`config.mk`:
```
export PLATFORM = sky130hd
export DESIGN_NAME = ula_seq
export DESIGN_NICKNAME = d
export VERILOG_FILES = /design/src/rtl/ula_seq.sv
export SDC_FILE = /design/constraint.sdc
export NUM_CORES = 1
export LEC_CHECK = 0
export CORE_MARGIN = 1
export CORE_UTILIZATION = 57
export CTS_BUF_LIST = sky130_fd_sc_hd__clkbuf_8
export CTS_CLUSTER_SIZE = 24
export DETAILED_ROUTE_END_ITERATION = 6
export HOLD_SLACK_MARGIN = 0.03
export PLACE_DENSITY = 0.95
export SLEW_MARGIN = 0
export SYNTH_ARGS = -nofsm -noshare
export SYNTH_HDL_FRONTEND = slang
export SYNTH_SLANG_ARGS = --single-unit
```
`constraint.sdc`:
```
create_clock -name clk -period 3.6 [get_ports clk]
set_input_delay 0.72 -clock clk [delete_from_list [all_inputs] [get_ports clk]]
set_output_delay 0.72 -clock clk [all_outputs]
set_load 0.01 [all_outputs]
```
`src/rtl/ula_seq.sv`:
```
// ula_seq: three-state instruction sequencer feeding an external 8-bit ALU.
// Holds a 4x8 register file, reads operands in EXEC, writes back in WB.
module ula_seq (
    input  logic        clk,
    input  logic        rst,
    input  logic        instr_valid,
    input  logic [15:0] instr,
    output logic        instr_ready,
    output logic [2:0]  ULAControl,
    output logic [7:0]  scrA,
    output logic [7:0]  scrB,
    input  logic [7:0]  ULAResult,
    input  logic        Z,
    output logic        done,
    output logic        err,
    output logic        z_flag,
    input  logic [1:0]  rd_sel,
    output logic [7:0]  rd_data
);

    typedef enum logic [1:0] {
        IDLE = 2'd0,
        EXEC = 2'd1,
        WB   = 2'd2
    } state_t;

    state_t      state;
    state_t      next_state;

    logic [15:0] ir;
    logic [7:0]  regs [4];
    logic [7:0]  res_q;
    logic        z_q;

    logic [2:0]  ir_op;
    logic [1:0]  ir_rd;
    logic [1:0]  ir_ra;
    logic [1:0]  ir_rb;
    logic [7:0]  ir_imm;
    logic        ir_is_alu;
    logic        ir_is_li;
    logic        unused_ir_bit12;

    assign ir_op   = ir[15:13];
    assign ir_rd   = ir[11:10];
    assign ir_ra   = ir[9:8];
    assign ir_rb   = ir[7:6];
    assign ir_imm  = ir[7:0];
    assign unused_ir_bit12 = ir[12];

    // Only these op codes may ever reach the ALU; 100/110/111 are handled locally.
    assign ir_is_alu = (ir_op == 3'b000) || (ir_op == 3'b001) || (ir_op == 3'b010) ||
                       (ir_op == 3'b011) || (ir_op == 3'b101);
    assign ir_is_li  = (ir_op == 3'b110);

    assign rd_data = regs[rd_sel];

    // State register.
    always_ff @(posedge clk) begin
        if (rst) begin
            state <= IDLE;
        end else begin
            state <= next_state;
        end
    end

    // Next-state decode and control outputs; done/err masked while rst is high
    // so an instruction caught by reset never retires.
    always_comb begin
        next_state  = state;
        instr_ready = 1'b0;
        ULAControl  = '0;
        scrA        = '0;
        scrB        = '0;
        done        = 1'b0;
        err         = 1'b0;
        case (state)
            IDLE: begin
                instr_ready = !rst;
                if (instr_valid && !rst) begin
                    next_state = EXEC;
                end
            end
            EXEC: begin
                if (ir_is_alu) begin
                    ULAControl = ir_op;
                    scrA       = regs[ir_ra];
                    scrB       = regs[ir_rb];
                end
                next_state = WB;
            end
            WB: begin
                done       = !rst;
                err        = !rst && !ir_is_alu && !ir_is_li;
                next_state = IDLE;
            end
            default: begin
                next_state = IDLE;
            end
        endcase
    end

    // Datapath: instruction latch, ALU result capture, register write-back.
    always_ff @(posedge clk) begin
        if (rst) begin
            ir     <= '0;
            res_q  <= '0;
            z_q    <= 1'b0;
            z_flag <= 1'b0;
            for (int unsigned i = 0; i < 4; i++) begin
                regs[i] <= '0;
            end
        end else begin
            case (state)
                IDLE: begin
                    if (instr_valid) begin
                        ir <= instr;
                    end
                end
                EXEC: begin
                    if (ir_is_alu) begin
                        res_q <= ULAResult;
                        z_q   <= Z;
                    end
                end
                WB: begin
                    if (ir_is_alu) begin
                        regs[ir_rd] <= res_q;
                        z_flag      <= z_q;
                    end else if (ir_is_li) begin
                        regs[ir_rd] <= ir_imm;
                        z_flag      <= (ir_imm == 8'h00);
                    end
                end
                default: begin
                end
            endcase
        end
    end

endmodule
```
==> impl_metrics.json, run 1 <==
{
  "grt.total_usage_pct": 26.8,
  "grt_pass1_vias": 2259,
  "synthFlopType": "edfxtp_1",
  "nets": 355,
  "setup_tns_ps": 0,
  "post-route-period-util_pct": 86.6,
  "fmax_mhz": 321,
  "avgSynthCellArea_sq_um": 11.2,
  "required_ps": 2880,
  "h-tree-depth": 3,
  "synth_fp_nets": 301,
  "wl_per_cell_um": 16.2,
  "grt.overflow.total": 0,
  "peakVddDrop_mv": 0.308,
  "antenna_found_initial": 0,
  "vias_per_cell": 5.59,
  "die_x_um": 75.1,
  "detailed_place_hpwl_um": 4700,
  "report.final.setup_viol": 0,
  "synth-edff-count": 32,
  "grt_setup_unrepaired": "no",
  "async_flop_share_pct": 0,
  "syn_area_sq_mm": 0.00305,
  "dieArea_sq_mm": 0.00564,
  "swShare_pct": 21.6,
  "cts.sinks": 63,
  "drive_above_1_share_pct": 13.3,
  "p_seq_share_pct": 46.9,
  "worstPathMaxFanout": 8,
  "period_minus_slack_ps": 3120,
  "cts_resized": 0,
  "grt_max_degree": 32,
  "pwr-share-clk_pct": 41.7,
  "first_pass_iters": 4,
  "finalClockSkew_ps": 9.70,
  "syn_to_final_growth_pct": 28.1,
  "detail-route-antenna-nets": 0,
  "cts_setup_buffers": 0,
  "floorplan.initialDensity_pct": 59.3,
  "worstSkewPairLatency_ps": 340,
  "fin_hold_ws_ps": 462,
  "yosys_register_bits": 63,
  "p_leak_nw": 1.33,
  "finalWirelength_um": 6480,
  "ys_seq_area_share_pct": 51.9,
  "p_comb_share_pct": 11.4,
  "status": "completed",
  "fp.dieH_um": 75.1,
  "diodes": 0,
  "rows": 26,
  "cts.hold.buffers_added": 0,
  "final_max_slew_viol_count": 0,
  "yosys_warnings": 0,
  "gp_congestion": 0.809,
  "relSlewSlack_pct": 62.0,
  "port_buffers": 59,
  "path_clk_slew_ps": 60,
  "switchingPower_uw": 378,
  "hold_violations": 0,
  "grt_pass1_wl_um": 10600,
  "cts_tree": "yes",
  "hold_path_class": "register to register",
  "ys_types": 28,
  "intPower_mw": 1.37,
  "arrival_ps": 2400,
  "io_pins": 61,
  "tightest_slew_ps": 569,
  "clockBufferDepth": 2,
  "core_sq_mm": 0.00514,
  "endpoint_kind": "primary output",
  "cts_root_buf": "clkbuf_8",
  "drc_errors": 0,
  "critPathKind": "primary input to primary output",
  "fillerInstances": 341,
  "power_density_mw_per_mm2": 449,
  "drv_cap": 0,
  "numCtsBuffers": 9,
  "startpoint_type": "primary input",
  "vias": 2237,
  "synthCells": 271,
  "initialDrtViolationCount": 125
}
==> synthesized netlist by cell type (2+ instances only) <==
cell type / number / area share (%)
and2_1: 22 / 4.5
mux2i_1: 8 / 2.6
edfxtp_1: 32 / 32
a21o_1: 2 / 0.49
mux4_2: 24 / 18
buf_1: 5 / 0.62
buf_2: 2 / 0.33
nor4_1: 2 / 0.41
a21oi_1: 25 / 4.1
buf_6: 2 / 0.74
or3b_1: 2 / 0.58
nor2_2: 2 / 0.41
nor2_1: 34 / 4.2
nand2_1: 50 / 6.2
dfxtp_1: 31 / 20
clkbuf_1: 11 / 1.4
nand2b_1: 6 / 1.2
==> placed cells by master (no fill, tap or decap), types with 4 or more instances in the layout <==
master	Yosys	layout
a21oi_1	25	25
and2_1	22	22
buf_4	0	4
clkbuf_8	0	10
clkdlybuf4s50_1	0	59
dfxtp_1	31	31
edfxtp_1	32	32
mux2i_1	8	8
mux4_2	24	24
nand2_1	50	50
nand2b_1	6	6
nor2_1	34	34
==> per-layer routing <==
metal | up-vias | part of all wire (%) | GRT usage (%)
li1 | 1066 | - | -
met1 | 1049 | 38 | 30.4
met2 | 105 | 53 | 45.9
met3 | 17 | 6.9 | 7.90
met4 | 0 | 2.5 | 14.0
met5 | - | 0 | 0
==> sequential cells by signal, indices dropped and copies added, names as in the netlist, named ones only <==
register  flops
z_q           1
state         2
z_flag        1
regs         32
ir           15
res_q         8
==> critical path, cell delays in order <==
cell	delay, ps
clkdlybuf4s50_1	460
buf_4	200
mux4_2	520
clkdlybuf4s50_1	500
==> per-stage QoR <==
step | utilization [%] | power, mW | area (sq um) | setup WS (ps) | instances
global route | 75.9 | 1.81 | 3900 | 393 | 400
detailed placement | 71.2 | 1.04 | 3660 | 430 | 384
finish | 75.9 | 1.75 | 3900 | 481 | 400
CTS | 75.9 | 1.75 | 3900 | 465 | 400
global placement | 71.2 | 1.03 | 3660 | 498 | 384
floorplan | - | 0.943 | 3050 | 1140 | 271
==> kinds of logic (layout without fill, tap and decap cells) <==
family | after synthesis | in the layout | synth area share (%)
AOI/OAI and AO/OA | 30 | 30 | 5.38
xor gates and xnor gates | 1 | 1 | 0.288
buffers and inverters | 21 | 80 | 3.16
DFF | 63 | 63 | 51.9
muxes | 32 | 32 | 20.4
and+or+nand+nor | 124 | 124 | 18.9
==> final timing paths <==
path | start | endpoint | slack (ps) | cells past startpoint
worst max register to register | state[1] | regs[1][7] | 1200 | 4
worst max-delay path | rd_sel[0] | rd_data[3] | 480 | 4
worst min register to register | res_q[6] | res_q[6] | 460 | 2
worst min-delay path | res_q[6] | res_q[6] | 460 | 2
==> power by group through the flow <==
stage | Combinational, mW | Clock (mW) | Sequential, mW
3_3_place_gp | 0.193 | 0 | 0.832
5_1_grt | 0.220 | 0.765 | 0.826
2_1_floorplan | 0.126 | 0 | 0.816
3_5_place_dp | 0.200 | 0 | 0.836
4_1_cts | 0.202 | 0.731 | 0.821
6_report | 0.201 | 0.731 | 0.822
==> layout make-up <==
type	instances	area [sq um]	area share, %
repair buffers	63	621	15.9
flip-flops and latches	63	1580	40.6
clock buffers	10	138	3.53
well taps	70	87.6	2.25
inverters	1	3.75	0.0962
clock inverters	6	101	2.60
multi-input cells	187	1370	35.1
(Power assumes the default switching activity.)
==> inputs of run 2 (changes only) <==
--- a/config.mk
+++ b/config.mk
@@ -10,6 +10,7 @@
 export CTS_BUF_LIST = sky130_fd_sc_hd__clkbuf_8
 export CTS_CLUSTER_SIZE = 24
 export DETAILED_ROUTE_END_ITERATION = 6
+export GPL_TIMING_DRIVEN = 0
 export HOLD_SLACK_MARGIN = 0.03
 export PLACE_DENSITY = 0.95
 export SLEW_MARGIN = 0
==> impl_metrics.json, run 2 (synthesized netlist as in run 1, its figures left out) <==
{
  "holdPathStages": 2,
  "initialDrtViolationCount": 130,
  "startpoint_type": "register",
  "largest_register_ffs": 32,
  "nets": 369,
  "detail-route-antenna-nets": 0,
  "cts_root_buf": "clkbuf_8",
  "gp_congestion": 0.791,
  "power_density_mw_per_mm2": 390,
  "cts_tree": "yes",
  "h-tree-depth": 3,
  "tightest_slew_ps": 818,
  "dp_slack_ps": 419,
  "final_util_pct": 75.0,
  "endpoint_kind": "primary output",
  "fin_hold_ws_ps": 460,
  "grt_max_degree": 11,
  "relSlewSlack_pct": 45.5,
  "setup_tns_ps": 0,
  "stdcell_count": 414,
  "critPathKind": "register to primary output",
  "numCtsBuffers": 9,
  "layout_common_cells": "clkdlybuf4s50_1 (57), nand2_1 (50), nor2_1 (34), edfxtp_1 (32), dfxtp_1 (31)",
  "io_pins": 61,
  "final_common_cell": "clkdlybuf4s50_1",
  "hold_violations": 0,
  "rows": 26,
  "die_x_um": 75.1,
  "cts_resized": 0,
  "finalWirelength_um": 6670,
  "worstSkewPairLatency_ps": 330,
  "hp-start": "res_q[1]",
  "diodes": 0,
  "first_pass_iters": 5,
  "drc_errors": 0,
  "cts.sinks": 63,
  "wl_per_cell_um": 16.1,
  "drive_above_1_share_pct": 12.2,
  "vias_per_cell": 5.61,
  "p_leak_nw": 1.31,
  "grt.overflow.total": 0,
  "post-route-period-util_pct": 96.0,
  "dieArea_sq_mm": 0.00564,
  "vias": 2321,
  "port_buffers": 57,
  "worst_slack_ps": 143,
  "hold_path_class": "register to register",
  "dp_cells": 398,
  "grt.total_usage_pct": 26.1,
  "worstPathMaxFanout": 10,
  "reg2reg_depth": 6,
  "floorplan.initialDensity_pct": 59.3,
  "rrSetupSlack_ps": 1310,
  "drv_cap": 0,
  "clockBufferDepth": 2,
  "fmax_mhz": 289,
  "hold_end": "res_q[1]",
  "grt_pass1_vias": 2210,
  "cts_setup_buffers": 0,
  "finalClockSkew_ps": 8.41,
  "timing.rr.start": "state[1]",
  "r2r_end": "regs[0][7]",
  "cts.hold.buffers_added": 0,
  "fp.dieH_um": 75.1,
  "report.final.setup_viol": 0,
  "arrival_ps": 2740,
  "path_clk_slew_ps": 60,
  "reg_top3": "regs: 32 flops, ir: 15 flops, res_q: 8 flops",
  "grt_pass1_wl_um": 10400,
  "core_sq_mm": 0.00514,
  "antenna_found_initial": 0,
  "grt_setup_unrepaired": "no",
  "status": "completed",
  "detailed_place_hpwl_um": 4980,
  "final_max_slew_viol_count": 0,
  "regMostFlops": "regs",
  "period_minus_slack_ps": 3460,
  "required_ps": 2880,
  "syn_to_final_growth_pct": 26.6,
  "peakVddDrop_mv": 0.436
}
[run 2: cell types whose count changed in the layout (fill, tap and decap cells not counted), moves of 3 or more]
cell,delta
buf_1,+5
clkbuf_1,+11
buf_4,-4
bufinv_16,-3
[run 2: worst max path at each step]
stage	start	endpoint	slack (ps)	cells past startpoint
2_1_floorplan	rd_sel[0]	rd_data[0]	1140	2
3_3_place_gp	rst	regs[0][2]	500	7
3_5_place_dp	rst	regs[0][1]	420	7
4_1_cts	ir[14]	scrB[7]	170	5
5_1_grt	ir[14]	scrB[5]	20	5
6_report	ir[14]	scrB[7]	140	5
[run 2: final cells by class]
cell class | count | area [sq um]
clock buffer | 9 | 124
buffer | 20 | 92.6
sequential | 63 | 1580
clock inverter | 7 | 28.8
multi-input combinational | 187 | 1370
inverter | 1 | 3.75
timing repair buffer | 57 | 571
tap | 70 | 87.6
fill | 369 | 1280
[run 2: through the flow]
stage | power [mW] | instance area (sq um)
finish | 1.50 | 3860
global route | 1.56 | 3860
CTS | 1.51 | 3860
detailed placement | 1.04 | 3700
global placement | 1.03 | 3700
floorplan | 0.943 | 3050
[run 2: per-layer routing]
layer	global-route usage (%)	up-vias	part of all wire, %
met5	0	-	0
met4	11.3	0	1.6
met3	5.22	13	6.1
met2	46.2	101	54
met1	30.8	1114	39
li1	-	1093	-
[run 2: worst max-delay path, stage by stage (launching register included)]
cell,delay (ps)
dfxtp_1,350
nand2b_1,190
a21oi_1,670
clkbuf_1,460
and2_1,200
clkdlybuf4s50_1,540
[run 2: power breakdown]
part	leakage, nW	internal, mW	switching [mW]
registers	0.584	0.786	0.0236
logic	0.631	0.117	0.0983
clock network	0.0954	0.235	0.245
